$ cat config.mk
export PLATFORM = sky130hd
export DESIGN_NAME = id_ex_stage_reg
export DESIGN_NICKNAME = d
export VERILOG_FILES = /design/src/rtl/id_ex_stage_reg.sv
export SDC_FILE = /design/constraint.sdc
export NUM_CORES = 1
export LEC_CHECK = 0
export CORE_AREA = 2 2 164 166
export DETAILED_ROUTE_END_ITERATION = 10
export DIE_AREA = 0 0 166 168
export GPL_TIMING_DRIVEN = 1
export HOLD_SLACK_MARGIN = 0.12
export PLACE_DENSITY = 0.74
export SLEW_MARGIN = 20
export SYNTH_ARGS = -nofsm -noshare
export SYNTH_HDL_FRONTEND = slang
export SYNTH_SLANG_ARGS = --single-unit
$ cat constraint.sdc
create_clock -name clk -period 3.25 [get_ports clk]
set_input_delay 0.65 -clock clk [delete_from_list [all_inputs] [get_ports clk]]
set_output_delay 0.65 -clock clk [all_outputs]
set_load 0.005 [all_outputs]
$ cat src/rtl/id_ex_stage_reg.sv
// ---------------------------------------------------------------------------
// id_ex_stage_reg -- ID/EX pipeline register for the 5-stage RV32I core.
//
// Captures decode-stage control/data every clock. The hazard unit can hold
// the stage (StallE) or replace its contents with a bubble (FlushE). PCSrcE
// is resolved combinationally from the registered E fields and the live ALU
// flags. Two saturating counters record stall and bubble cycles for perf
// debug.
//
// Priority at each rising edge: rst > FlushE > StallE > normal load.
//
// Ports:
//   clk, rst            clock (rising edge), synchronous active-high reset
//   StallE, FlushE      hazard-unit hold / bubble insert
//   *D inputs           decode-stage control, data and register addresses
//   ZeroE, LtE, LtuE    EX-stage ALU flags for the current EX instruction
//   *E outputs          registered copies of the D inputs, plus ValidE
//   PCSrcE              fetch redirect (combinational)
//   StallCnt, BubbleCnt saturating performance counters
//
// Optional feature: define BRANCH_FUNCT3_EN to decode the branch condition
// from funct3E (BEQ/BNE/BLT/BGE/BLTU/BGEU). When undefined, every branch
// uses BEQ semantics (take = ZeroE) and LtE/LtuE are ignored.
// ---------------------------------------------------------------------------
module id_ex_stage_reg #(
    parameter int XLEN      = 32,
    parameter int REG_AW    = 5,
    parameter int ALUCTRL_W = 4,
    parameter int CNT_W     = 16
) (
    input  logic                 clk,
    input  logic                 rst,
    input  logic                 StallE,
    input  logic                 FlushE,
    input  logic                 ValidD,
    input  logic                 RegWriteD,
    input  logic                 MemWriteD,
    input  logic                 JumpD,
    input  logic                 BranchD,
    input  logic                 ALUSrcD,
    input  logic [1:0]           ResultSrcD,
    input  logic [ALUCTRL_W-1:0] ALUControlD,
    input  logic [2:0]           funct3D,
    input  logic [XLEN-1:0]      PCD,
    input  logic [XLEN-1:0]      ImmExtD,
    input  logic [XLEN-1:0]      PCPlus4D,
    input  logic [XLEN-1:0]      RD1D,
    input  logic [XLEN-1:0]      RD2D,
    input  logic [REG_AW-1:0]    Rs1D,
    input  logic [REG_AW-1:0]    Rs2D,
    input  logic [REG_AW-1:0]    RdD,
    input  logic                 ZeroE,
    input  logic                 LtE,
    input  logic                 LtuE,
    output logic                 RegWriteE,
    output logic                 MemWriteE,
    output logic                 JumpE,
    output logic                 BranchE,
    output logic                 ALUSrcE,
    output logic                 ValidE,
    output logic [1:0]           ResultSrcE,
    output logic [ALUCTRL_W-1:0] ALUControlE,
    output logic [2:0]           funct3E,
    output logic [XLEN-1:0]      PCE,
    output logic [XLEN-1:0]      ImmExtE,
    output logic [XLEN-1:0]      PCPlus4E,
    output logic [XLEN-1:0]      RD1E,
    output logic [XLEN-1:0]      RD2E,
    output logic [REG_AW-1:0]    Rs1E,
    output logic [REG_AW-1:0]    Rs2E,
    output logic [REG_AW-1:0]    RdE,
    output logic                 PCSrcE,
    output logic [CNT_W-1:0]     StallCnt,
    output logic [CNT_W-1:0]     BubbleCnt
);

    typedef struct packed {
        logic                 valid;
        logic                 reg_write;
        logic                 mem_write;
        logic                 jump;
        logic                 branch;
        logic                 alu_src;
        logic [1:0]           result_src;
        logic [ALUCTRL_W-1:0] alu_control;
        logic [2:0]           funct3;
        logic [XLEN-1:0]      pc;
        logic [XLEN-1:0]      imm_ext;
        logic [XLEN-1:0]      pc_plus4;
        logic [XLEN-1:0]      rd1;
        logic [XLEN-1:0]      rd2;
        logic [REG_AW-1:0]    rs1;
        logic [REG_AW-1:0]    rs2;
        logic [REG_AW-1:0]    rd;
    } stage_t;

    localparam logic [CNT_W-1:0] CNT_MAX = '1;

    stage_t           stage_d, stage_q;
    logic [CNT_W-1:0] stall_cnt_d, stall_cnt_q;
    logic [CNT_W-1:0] bubble_cnt_d, bubble_cnt_q;
    logic             take;

    always_comb begin
        stage_d      = stage_q;
        stall_cnt_d  = stall_cnt_q;
        bubble_cnt_d = bubble_cnt_q;
        if (FlushE) begin
            // A bubble clears data fields too, so waveforms stay readable.
            stage_d = '0;
            if (bubble_cnt_q != CNT_MAX) bubble_cnt_d = bubble_cnt_q + 1'b1;
        end else if (StallE) begin
            if (stall_cnt_q != CNT_MAX) stall_cnt_d = stall_cnt_q + 1'b1;
        end else begin
            stage_d.valid       = ValidD;
            stage_d.reg_write   = RegWriteD;
            stage_d.mem_write   = MemWriteD;
            stage_d.jump        = JumpD;
            stage_d.branch      = BranchD;
            stage_d.alu_src     = ALUSrcD;
            stage_d.result_src  = ResultSrcD;
            stage_d.alu_control = ALUControlD;
            stage_d.funct3      = funct3D;
            stage_d.pc          = PCD;
            stage_d.imm_ext     = ImmExtD;
            stage_d.pc_plus4    = PCPlus4D;
            stage_d.rd1         = RD1D;
            stage_d.rd2         = RD2D;
            stage_d.rs1         = Rs1D;
            stage_d.rs2         = Rs2D;
            stage_d.rd          = RdD;
        end
    end

    always_ff @(posedge clk) begin
        if (rst) begin
            stage_q      <= '0;
            stall_cnt_q  <= '0;
            bubble_cnt_q <= '0;
        end else begin
            stage_q      <= stage_d;
            stall_cnt_q  <= stall_cnt_d;
            bubble_cnt_q <= bubble_cnt_d;
        end
    end

`ifdef BRANCH_FUNCT3_EN
    always_comb begin
        take = 1'b0;
        unique case (stage_q.funct3)
            3'b000:  take = ZeroE;
            3'b001:  take = ~ZeroE;
            3'b100:  take = LtE;
            3'b101:  take = ~LtE;
            3'b110:  take = LtuE;
            3'b111:  take = ~LtuE;
            default: take = 1'b0;
        endcase
    end
`else
    logic unused_lt_flags;
    assign unused_lt_flags = LtE ^ LtuE;
    assign take            = ZeroE;
`endif

    // Gated by ValidE so reset state and flushed bubbles never redirect.
    assign PCSrcE = stage_q.valid & (stage_q.jump | (stage_q.branch & take));

    assign ValidE      = stage_q.valid;
    assign RegWriteE   = stage_q.reg_write;
    assign MemWriteE   = stage_q.mem_write;
    assign JumpE       = stage_q.jump;
    assign BranchE     = stage_q.branch;
    assign ALUSrcE     = stage_q.alu_src;
    assign ResultSrcE  = stage_q.result_src;
    assign ALUControlE = stage_q.alu_control;
    assign funct3E     = stage_q.funct3;
    assign PCE         = stage_q.pc;
    assign ImmExtE     = stage_q.imm_ext;
    assign PCPlus4E    = stage_q.pc_plus4;
    assign RD1E        = stage_q.rd1;
    assign RD2E        = stage_q.rd2;
    assign Rs1E        = stage_q.rs1;
    assign Rs2E        = stage_q.rs2;
    assign RdE         = stage_q.rd;
    assign StallCnt    = stall_cnt_q;
    assign BubbleCnt   = bubble_cnt_q;

endmodule

==> impl_metrics.csv <==
group,metric,value,unit
placement,gp_congestion,0.805,
sta,finalMaxSlewViolations,0,
sta,hold_viol,0,
yosys,synth_cell_types,40,
die,die_x,166,microns
global_routing,first_global_vias,7154,
run,max_cap_violations,0,
cells_and_area,layout_common_cells,"clkdlybuf4s50_1 (416), dfxtp_1 (222), nor2_1 (214), mux2i_1 (193), clkbuf_16 (25)",
setup_path,cp-end-kind,"output port",
routing,route.met3.wl,1830,microns
routing,num_vias,7324,
sta,final.setup.tns,0,ns
yosys,ys_ff_latch,222,
sta,finalClockSkew,0.00733,ns
power_and_ir_drop,leakagePower,0.00544,uW
clock_network,clockBufferDepth,3,
die,ios,420,
yosys,synth_flop_cell,"dfxtp_1",
cells_and_area,area_delta_synth_final,62.7,%
routing,drt_first_pass_iters,4,
routing,ant_nets,0,
yosys,ys_seq_area_share,53.2,%
routing,drt_iter0_markers,442,
power_and_ir_drop,vdd_drop_max,0.369,mV
clock_network,postCtsSetupBuffers,0,
clock_network,numCtsBuffers,25,
routing,met1_length,10200,microns
setup_path,crit_arrival,1.78,ns
yosys,synth_top_cell_by_area,"dfxtp_1",
placement,place_hpwl,17800,microns
sta,maxSlewHeadroom,27.0,%
power_and_ir_drop,power.density,453,nW/um^2
yosys,synthMuxAreaShare,24.6,%
clock_network,clock_latency,0.51,ns
sta,grt_setup_unrepaired,"false",
power_and_ir_drop,power_frac_seq,46.4,%
global_routing,grt_max_degree,120,
yosys,synthAdderAreaFrac,0.300,%
sta,period_share,74.7,%
power_and_ir_drop,p_int,4760,uW
cells_and_area,final_core_util,51.5,%
yosys,synthSimpleGateAreaFrac,16.1,%
setup_path,cp-start-kind,"primary input",
power_and_ir_drop,clockPowerShare,41.8,%
routing,drcViolationCount,0,
cells_and_area,final_common_cell,"clkdlybuf4s50_1",
setup_path,critPathMaxFanout,1,
yosys,syn-instance-count,823,
yosys,avgSynthCellArea,10.1,sq um
clock_network,cts_resized,0,
yosys,synthArstFlopShare,0,%
clock_network,path_clk_slew,0.06,ns
yosys,synth_top_cells_by_area,"dfxtp_1 (53%), mux2i_1 (23%), nor2_1 (9.6%), clkbuf_1 (1.6%), mux2_2 (1.5%)",
clock_network,htreeDepth,1,
routing,avgRoutedWirePerCell,15.6,microns
die,coreArea,26400,sq um
sta,finalSetupViolations,0,
yosys,synth_top_area_share,53.2,%
global_routing,antenna_found_initial,0,
yosys,synth_area,8350,sq um
die,rows,60,
power_and_ir_drop,power_switching,1390,uW
die,die_h,168,microns
clock_network,cts_tree,"yes",
global_routing,globalRoute.totalOverflow,0,
power_and_ir_drop,combPwrFrac,11.8,%
placement,port_buffers,417,
global_routing,grt_pass1_wl,38100,microns
die,die_area,27900,sq um
setup_path,required,2.60,ns
yosys,synth_edf_count,0,
routing,met2_length,11900,microns
routing,wirelength,24600,microns
die,initial_utilization,31.7,%
routing,viasPerCell,4.63,
clock_network,clkSinkCount,222,
cells_and_area,fin_nets,1424,
yosys,synth_compound_area_share,3.19,%
setup_path,critPathKind,"primary input to output port",
cells_and_area,antenna_cells,0,
yosys,synth_xor_xnor_area_share,0,%
routing,routed.top_layer,"met4",
yosys,ys_warn_count,0,
sta,fmax,0.412,GHz
yosys,synth_top_family_by_area,"multiplexers",
global_routing,grt_usage,16.5,%
status,status,"finished, final reports clean",
hold_path,hold_path.class,"flop to flop",
power_and_ir_drop,swShare,22.6,%
yosys,synthesis.nets,1022,
clock_network,cts_hold_buf,0,
clock_network,cts_root_buf,"clkbuf_16",
sta,min_period,2.43,ns
sta,worst_pin_slew,1.10,ns
cells_and_area,drive_gt1_share,4.60,%
## power by group through the flow
stage	combinational [uW]	sequential [uW]	clock, uW
floorplan	268	2910	0
global placement	720	2910	0
detailed placement	728	2910	0
CTS	732	2850	2650
global route	779	2860	2740
finish	725	2850	2570
## state kept, by name, indices dropped and copies added, names as in the netlist, 4 cells and up
name and count:
StallCnt 16, RD1E 32, PCE 32, RD2E 32, ImmExtE 32, BubbleCnt 16
ALUControlE 4, Rs2E 5, PCPlus4E 32, Rs1E 5, RdE 5
## synthesized netlist by cell type, types with 2 or more instances
| cell | instances |
|---|---|
| buf_2 | 7 |
| dfxtp_1 | 222 |
| o21ai_0 | 4 |
| o31ai_1 | 6 |
| nand2_1 | 13 |
| clkbuf_1 | 36 |
| nor2_1 | 214 |
| a21oi_1 | 15 |
| nand2b_1 | 5 |
| mux2i_1 | 193 |
| buf_1 | 5 |
| mux2_2 | 11 |
| or4_1 | 6 |
| a211oi_1 | 4 |
| or2_2 | 2 |
| ha_1 | 2 |
| nor3_1 | 9 |
| nor4_4 | 2 |
| nand3_1 | 12 |
| a31oi_1 | 7 |
| nand4_1 | 7 |
| nor2b_1 | 13 |
| inv_1 | 5 |
| nor4_1 | 4 |
| and4_1 | 4 |
## cell families (layout without fill, tap and decap cells)
kind of cell	after synthesis	after routing
flip-flops	222	222
AO/OA/AOI/OAI	42	42
AND/OR/NAND/NOR	299	299
buffers and inverters	54	471
adder cells (fa/ha/maj)	2	2
multiplexers	204	204
## worst paths after layout
check,startpoint,to,slack [ns],cells past startpoint
max,ZeroE,PCSrcE,0.82,4
min,ImmExtE[13]$_SDFFE_PP0N_,ImmExtE[13]$_SDFFE_PP0N_,0.49,2
max reg2reg,StallCnt[7]$_SDFFE_PP0P_,StallCnt[4]$_SDFFE_PP0P_,1.17,4
min reg2reg,ImmExtE[13]$_SDFFE_PP0N_,ImmExtE[13]$_SDFFE_PP0N_,0.49,2
## metal layers
layer | vias up | global-route usage [%]
met5 | - | 0
met1 | 3410 | 19.9
met3 | 44 | 4.89
li1 | 3617 | -
met4 | 0 | 5.26
met2 | 253 | 28.4
## cell type report
cell class                      instances  area [sq um]
Fill cell                            2352         12800
Sequential cell                       222          4440
Timing Repair Buffer                  424          4270
Multi-Input combinational cell        547          3690
Clock buffer                           38           704
Tap cell                              341           427
Clock inverter                          4          27.5
Inverter                                5          18.8
## stage by stage
stage	setup WS, ns	instances	total power, uW	cell area (sq um)	hold WS [ns]
final	0.822	1581	6150	13600	0.490
after global routing	0.789	1581	6380	13600	0.504
after floorplan	1.35	823	3180	8350	0.488
after CTS	0.820	1581	6240	13600	0.477
after detailed placement	0.633	1539	3640	12900	0.483
after global placement	0.641	1539	3630	12900	0.472
## worst max-delay path, stage by stage
cell and delay (ns):
clkdlybuf4s50_1 0.45, a21oi_1 0.06, nor2b_1 0.11, clkdlybuf4s50_1 0.50
Note: power is estimated with default switching activity, not from simulation.
